===== src/rtl/exec_pkg.sv =====
// Shared types for the execution unit: opcode encoding, special-register
// selector layout and the control FSM states.
package exec_pkg;

  typedef enum logic [3:0] {
    OP_NOP = 4'd0,
    OP_ADD = 4'd1,
    OP_SUB = 4'd2,
    OP_AND = 4'd3,
    OP_OR  = 4'd4,
    OP_XOR = 4'd5,
    OP_SLL = 4'd6,
    OP_SRL = 4'd7,
    OP_MUL = 4'd8,
    OP_MFS = 4'd9,
    OP_MTS = 4'd10
  } op_e;

  typedef struct packed {
    logic [4:0] group;
    logic [2:0] regnum;
    logic [1:0] plevel;
  } sreg_sel_t;

  typedef enum logic {
    IDLE     = 1'b0,
    MUL_BUSY = 1'b1
  } state_e;

endpackage


===== src/rtl/exec_mul.sv =====
// Iterative radix-2 shift-add multiplier, one partial product per cycle.
// The first partial product is taken on the start edge; done holds until ack.
module exec_mul #(
  parameter int REG_WIDTH = 32
) (
  input  logic                 clk,
  input  logic                 rst,
  input  logic                 start,
  input  logic                 ack,
  input  logic [REG_WIDTH-1:0] a,
  input  logic [REG_WIDTH-1:0] b,
  output logic                 busy,
  output logic                 done,
  output logic [REG_WIDTH-1:0] product
);

  localparam int CW = $clog2(REG_WIDTH) + 1;

  logic                 busy_q;
  logic [CW-1:0]        cnt_q;
  logic [REG_WIDTH-1:0] a_q, b_q, acc_q;

  assign busy    = busy_q;
  assign done    = busy_q & (cnt_q == CW'(REG_WIDTH));
  assign product = acc_q;

  always_ff @(posedge clk) begin
    if (rst) begin
      busy_q <= 1'b0;
      cnt_q  <= '0;
    end else if (start) begin
      busy_q <= 1'b1;
      cnt_q  <= CW'(1);
    end else if (done && ack) begin
      busy_q <= 1'b0;
      cnt_q  <= '0;
    end else if (busy_q && !done) begin
      cnt_q  <= cnt_q + CW'(1);
    end
  end

  // Multiplicand shifts left, multiplier shifts right; bit 0 gates the add.
  always_ff @(posedge clk) begin
    if (start) begin
      acc_q <= b[0] ? a : '0;
      a_q   <= a << 1;
      b_q   <= b >> 1;
    end else if (busy_q && !done) begin
      acc_q <= acc_q + (b_q[0] ? a_q : '0);
      a_q   <= a_q << 1;
      b_q   <= b_q >> 1;
    end
  end

endmodule


===== src/rtl/exec_unit.sv =====
// Execution unit: single-cycle ALU / special-register moves plus an iterative
// multiplier, feeding one output register with valid/ready handshake.
module exec_unit
  import exec_pkg::*;
#(
  parameter int ADDR_WIDTH    = 30,
  parameter int REG_WIDTH     = 32,
  parameter int RF_ADDR_WIDTH = 5
) (
  input  logic                     clk,
  input  logic                     rst,
  input  logic                     in_valid,
  output logic                     in_ready,
  input  logic [3:0]               in_op,
  input  logic [ADDR_WIDTH-1:0]    in_addr,
  input  logic [RF_ADDR_WIDTH-1:0] in_rd,
  input  logic [REG_WIDTH-1:0]     in_a,
  input  logic [REG_WIDTH-1:0]     in_b,
  input  logic [9:0]               in_sreg_sel,
  input  logic                     sreg_rd_valid,
  input  logic [REG_WIDTH-1:0]     sreg_rd_val,
  output logic                     out_valid,
  input  logic                     out_ready,
  output logic [ADDR_WIDTH-1:0]    out_addr,
  output logic                     rf_wr_en,
  output logic [RF_ADDR_WIDTH-1:0] rf_wr_addr,
  output logic [REG_WIDTH-1:0]     rf_wr_val,
  output logic                     sreg_wr_en,
  output logic [4:0]               sreg_wr_group,
  output logic [2:0]               sreg_wr_regnum,
  output logic [1:0]               sreg_wr_plevel,
  output logic [REG_WIDTH-1:0]     sreg_wr_val,
  output logic                     err
);

  localparam int SHW = $clog2(REG_WIDTH);

  state_e                   state_q, state_d;
  logic                     out_valid_q, rf_flag_q, sreg_flag_q;
  logic [ADDR_WIDTH-1:0]    out_addr_q, mul_addr_q;
  logic [RF_ADDR_WIDTH-1:0] rf_addr_q, mul_rd_q;
  logic [REG_WIDTH-1:0]     rf_val_q, sreg_val_q;
  sreg_sel_t                sel_q, sel_in;

  logic                     out_free, accept, is_mul, mul_ack;
  logic                     mul_busy, mul_done;
  logic [REG_WIDTH-1:0]     mul_prod;
  logic [REG_WIDTH-1:0]     res_d;
  logic                     rf_we_d, sreg_we_d, err_d;
  logic [SHW-1:0]           shamt;

  assign sel_in   = sreg_sel_t'(in_sreg_sel);
  assign shamt    = in_b[SHW-1:0];
  assign out_free = !out_valid_q | out_ready;
  assign in_ready = (state_q == IDLE) & out_free;
  assign accept   = in_valid & in_ready & !rst;
  assign is_mul   = accept & (in_op == OP_MUL);
  assign mul_ack  = (state_q == MUL_BUSY) & mul_busy & mul_done & out_free;

  exec_mul #(.REG_WIDTH(REG_WIDTH)) u_mul (
    .clk     (clk),
    .rst     (rst),
    .start   (is_mul),
    .ack     (mul_ack),
    .a       (in_a),
    .b       (in_b),
    .busy    (mul_busy),
    .done    (mul_done),
    .product (mul_prod)
  );

  always_comb begin
    state_d = state_q;
    case (state_q)
      IDLE:     if (is_mul)  state_d = MUL_BUSY;
      MUL_BUSY: if (mul_ack) state_d = IDLE;
      default:  state_d = IDLE;
    endcase
  end

  always_comb begin
    res_d     = '0;
    rf_we_d   = 1'b0;
    sreg_we_d = 1'b0;
    err_d     = 1'b0;
    case (in_op)
      OP_NOP: ;
      OP_ADD: begin res_d = in_a + in_b;      rf_we_d = 1'b1; end
      OP_SUB: begin res_d = in_a - in_b;      rf_we_d = 1'b1; end
      OP_AND: begin res_d = in_a & in_b;      rf_we_d = 1'b1; end
      OP_OR:  begin res_d = in_a | in_b;      rf_we_d = 1'b1; end
      OP_XOR: begin res_d = in_a ^ in_b;      rf_we_d = 1'b1; end
      OP_SLL: begin res_d = in_a << shamt;    rf_we_d = 1'b1; end
      OP_SRL: begin res_d = in_a >> shamt;    rf_we_d = 1'b1; end
      OP_MUL: ;
      OP_MFS: begin
        res_d   = sreg_rd_val;
        rf_we_d = sreg_rd_valid;
        err_d   = !sreg_rd_valid;
      end
      OP_MTS: sreg_we_d = 1'b1;
      default: err_d = 1'b1;
    endcase
  end

  always_ff @(posedge clk) begin
    if (rst) begin
      state_q     <= IDLE;
      out_valid_q <= 1'b0;
    end else begin
      state_q <= state_d;
      if ((accept && !is_mul) || mul_ack) out_valid_q <= 1'b1;
      else if (out_ready)                 out_valid_q <= 1'b0;
    end
  end

  // Output register loads only when free, so it holds stable while stalled.
  always_ff @(posedge clk) begin
    if (accept && !is_mul) begin
      out_addr_q  <= in_addr;
      rf_addr_q   <= in_rd;
      rf_val_q    <= res_d;
      rf_flag_q   <= rf_we_d;
      sreg_flag_q <= sreg_we_d;
      sel_q       <= sel_in;
      sreg_val_q  <= in_a;
    end else if (mul_ack) begin
      out_addr_q  <= mul_addr_q;
      rf_addr_q   <= mul_rd_q;
      rf_val_q    <= mul_prod;
      rf_flag_q   <= 1'b1;
      sreg_flag_q <= 1'b0;
    end
    if (is_mul) begin
      mul_addr_q <= in_addr;
      mul_rd_q   <= in_rd;
    end
  end

  assign out_valid      = out_valid_q;
  assign out_addr       = out_addr_q;
  assign rf_wr_en       = out_valid_q & out_ready & rf_flag_q & !rst;
  assign rf_wr_addr     = rf_addr_q;
  assign rf_wr_val      = rf_val_q;
  assign sreg_wr_en     = out_valid_q & out_ready & sreg_flag_q & !rst;
  assign sreg_wr_group  = sel_q.group;
  assign sreg_wr_regnum = sel_q.regnum;
  assign sreg_wr_plevel = sel_q.plevel;
  assign sreg_wr_val    = sreg_val_q;
  assign err            = accept & err_d;

endmodule


===== config.mk =====
export PLATFORM = sky130hd
export DESIGN_NAME = exec_unit
export DESIGN_NICKNAME = d
export VERILOG_FILES = /design/src/rtl/exec_pkg.sv /design/src/rtl/exec_mul.sv /design/src/rtl/exec_unit.sv
export SDC_FILE = /design/constraint.sdc
export NUM_CORES = 1
export LEC_CHECK = 0
export CORE_UTILIZATION = 50
export CTS_CLUSTER_SIZE = 12
export DETAILED_ROUTE_END_ITERATION = 7
export GPL_TIMING_DRIVEN = 0
export MAX_ROUTING_LAYER = met4
export PLACE_DENSITY = 0.77
export SYNTH_ARGS = -nofsm -noshare
export SYNTH_HDL_FRONTEND = slang
export SYNTH_SLANG_ARGS = --single-unit
export TNS_END_PERCENT = 20

===== constraint.sdc =====
create_clock -name clk -period 4.7 [get_ports clk]
set_input_delay 0.705 -clock clk [delete_from_list [all_inputs] [get_ports clk]]
set_output_delay 0.705 -clock clk [all_outputs]
set_load 0.02 [all_outputs]

==> key figures <==
Drt
  • Final WL: 79.39 mm
  • DRC: 0
  • Vias/cell: 6.757
  • Drt initial violations: roughly 2400
  • ANT nets after route: 0
  • TritonRoute pass-1 iters: 6
  • WL per Instance: 29.13 µm
  • Vias: 18410

Timing
  • Hold Slack: 0.4985 ns
  • Final clock skew: 0.03650 ns
  • RSZ-0062 raised after global routing: yes
  • Final hold violation count: 0
  • Relative slew slack: 8.315%
  • Final Setup Violations: 0
  • Period minus WS final: 4.696 ns
  • Max Slew Vio Count: 0
  • Fmax: 212.9 MHz
  • Final WS setup: 0.003998 ns
  • Worst-Margin Slew: 1.354 ns
  • Period utilization: 99.91%

Global route
  • First-pass GRT wire length: between 100 and 150 mm
  • Initial antenna violation count: 4
  • Largest net degree at the start of global routing: 58
  • All-Layer GR Usage: 42.79%
  • Number of global-route vias before repair: 17540
  • Congestion Overflow GR: 0

Finish
  • Layout cells sized above 1: 10.67%
  • Area Overhead vs Synth: 26.96%
  • # fillers: 2849
  • # nets final: around 2500
  • Fin cells: 2725
  • Design Area, Final: between 20000 and 25000 µm²

Synthesis
  • Syn avg cell area: 9.613 µm²
  • Post-synthesis register bit count: between 200 and 250
  • Sequential-to-total area share from yosys stat: slightly above 40%
  • Synth Area in XOR/XNOR: 4.005%
  • Post-Synth Simple-Gate Area: 15.24%
  • Library cells used by synthesis: 75
  • Synth Area in Compound Gates: 17.73%
  • Async set-or-reset flop fraction in the synthesized netlist: 0%
  • Mux cell area share after synthesis: 9.583%
  • Top cell type by total area after synthesis: edfxtp_1
  • Largest family of logic cells by synthesized area: compound AO/OA/AOI/OAI gates
  • Top cell type's share of synthesized area: about 40%
  • Top cells by area, synth: edfxtp_1 (39%), ha_1 (8.8%), mux4_2 (7.2%), nand2_1 (6.1%), o21ai_0 (5.0%)
  • Post-synth EDFFs: 240
  • Post-synthesis adder-cell area fraction: under 10%
  • Post-Syn Area: around 18000 µm²
  • Commonest cells in the netlist: nand2_1 (299), edfxtp_1 (240), o21ai_0 (184)
  • Most common cell in the synthesized netlist: nand2_1
  • Synth warn: 0
  • Post-Synthesis Cells: 1911
  • Primary FF master, synth: edfxtp_1
  • Syn Nets: 2192

Critical path
  • Worst setup EP type: flop
  • Reg-to-reg endpoint: u_mul.product[31]
  • Startpoint class of the critical path: input pin
  • Critical path cell sequence: clkdlybuf4s50_1 > buf_6 > buf_12 > clkinvlp_4 > ha_1 > nor2b_4 > nand2_4 > o21ai_0 > xnor2_1 > ha_2 > a21oi_4 > nor3b_4 > a21oi_4 > or2_2 > a211oi_4 > a21oi_1 > xnor2_1 > o221ai_1
  • Setup CP Type: in2reg
  • Crit path max-delay family: compound AO/OA/AOI/OAI gates
  • Critical path's largest stage delay: 0.50 ns
  • Slowest CP cell: clkdlybuf4s50_1
  • Worst Path Arrival: 4.97 ns
  • RR Startpoint: u_mul.b_q[0]
  • R2r worst-path depth: 14
  • Worst path required time: 4.97 ns
  • CP bufs+invs: 4
  • R2R setup slack: 0.41 ns
  • Crit Path Max Fanout: 12

Floorplan
  • FP Rows: 69
  • Die width: 193.7 µm
  • Chip height: 193.7 µm
  • I/O Pins: 264
  • Core area: roughly 36000 µm²
  • Starting Density: 51.28%
  • DIE AREA: 37510 µm²

Place
  • PortBufs: 262
  • Worst slack, placed: -2.518 ns
  • Placer Congestion: 1.113
  • Post-DP HPWL: 60.76 mm
  • Placed instance area: 21680 µm²
  • Placed insts: 2639

Worst hold path
  • Hold Path Cell Cnt: 2
  • Hold Path Class: reg2reg
  • Worst Hold Launch: u_mul.busy
  • Hold Crit Endpoint: u_mul.busy

CTS
  • Clock Latency Late Sink: 0.61 ns
  • Inserted Clock Buffers: 29
  • Clock transition at path regs: 0.06 ns
  • Clock Sinks: 249
  • CTS tree: yes
  • Clock root cell: clkbuf_16
  • Maximum root-to-sink buffer count: 3
  • CTS H-tree lvls: 1

Job
  • Max-cap viol count: 0

Run status
  • Outcome: complete, no violations

Pwr
  • VDD IR max: ~0.25 mV
  • Total power: 6647 µW
  • Static Leak: ~0.009 µW
  • Pwr per Cell Area: 285.0 nW/µm²
[layout by cell type (no fill, tap or decap), types with 8 or more instances in the layout]
cell / n
o21ai_0: 180
buf_4: 34
clkdlybuf4s50_1: 256
nand3_1: 44
o31ai_1: 16
nor3_1: 26
ha_1: 125
clkbuf_16: 29
clkbuf_2: 9
buf_2: 9
o21a_1: 13
o211ai_1: 24
a221oi_1: 30
mux4_2: 59
a211oi_1: 12
and2_1: 35
dfxtp_1: 9
o21bai_1: 8
nand2b_1: 16
or3_1: 14
a31oi_1: 16
xor2_1: 24
nor2_1: 139
mux2_2: 9
edfxtp_1: 240
xnor2_1: 60
buf_1: 10
nand2_1: 296
a22oi_1: 26
mux2i_1: 33
inv_1: 83
clkbuf_1: 73
a21o_1: 15
a21oi_1: 94
nor2b_1: 8
[how the worst max path moves through the flow]
stage / start / end / cells past startpoint
finish: in_b[1] / rf_wr_val[18] / 18
global route: in_op[1] / rf_wr_val[30] / 18
CTS: in_b[0] / rf_wr_val[30] / 22
detailed placement: in_op[1] / rf_wr_val[30] / 17
global placement: in_op[1] / rf_wr_val[26] / 17
floorplan: in_b[0] / rf_wr_val[30] / 20
[per-stage QoR]
stage	TNS [ns]	utilization, %
floorplan	0	-
global placement	-125.94	60.22
detailed placement	-47.01	60.52
CTS	-0.005952	64.23
global route	-0.07157	65.10
finish	0	65.10
[power breakdown]
| group | switching [µW] | internal, µW |
|---|---|---|
| Clock | 1000 | 1460 |
| Combinational | 1020 | 640 |
| Sequential | 21.8 | 2510 |
| Total | 2040 | 4610 |
[routing by layer]
metal	vias up	GRT usage, %	part of all wire [%]
met4	0	23.47	6.7
met5	-	-	0
met1	8809	55.83	38
met3	312	11.05	14
met2	1526	60.65	41
li1	7767	-	-
[state kept, by name (all words and copies together) (netlist names), 2 cells and up]
name,cells
rf_wr_val,32
sreg_wr_val,32
u_mul.product,32
u_mul.a_q,31
u_mul.b_q,31
mul_addr_q,30
out_addr,30
u_mul.cnt_q,6
mul_rd_q,5
rf_wr_addr,5
sreg_wr_group,5
sreg_wr_regnum,3
sreg_wr_plevel,2
[worst reg2reg max path, stage by stage, from the launching register on]
cell	delay, ns
edfxtp_1	0.47
clkbuf_1	0.25
and2_1	0.20
ha_1	0.21
inv_1	0.08
fa_1	0.22
nor2b_1	0.09
o31a_1	0.30
o21ai_0	0.85
a21oi_1	0.18
o31ai_1	0.34
a21oi_1	0.23
a211oi_1	0.34
xnor2_1	0.16
a21oi_1	0.08
[repair_timing]
item / 4_1_cts / 5_1_grt
setup endpoints to repair: 25 / 13
buffers inserted: 9 / 24
endpoints found under the hold margin: 0 / 0
hold buffers: 0 / 0
cloned: 0 / 0
gates resized for setup: 72 / 38
pin swaps: 11 / 17
[layout make-up]
class | count | area (µm²) | share of cell area, %
Clock inverter | 15 | 221.5 | 0.9495
Timing Repair Buffer | 301 | 2973 | 12.75
Antenna cell | 5 | 12.51 | 0.05364
Buffer | 103 | 473.0 | 2.028
Sequential cell | 249 | 7387 | 31.67
Inverter | 90 | 356.6 | 1.529
Multi-Input combinational cell | 1463 | 10540 | 45.17
Tap cell | 461 | 576.8 | 2.473
Clock buffer | 38 | 789.5 | 3.385
[kinds of logic (layout without fill, tap and decap cells)]
kind of cell    count (synthesis)  in the layout
fa+ha+maj                     131            131
flops                         249            249
buf+inv                       199            547
simple gates                  630            630
mux                           101            101
xor+xnor                       84             84
other cells                     0              5
compound gates                517            517
Note: power is estimated with default switching activity, not from simulation.
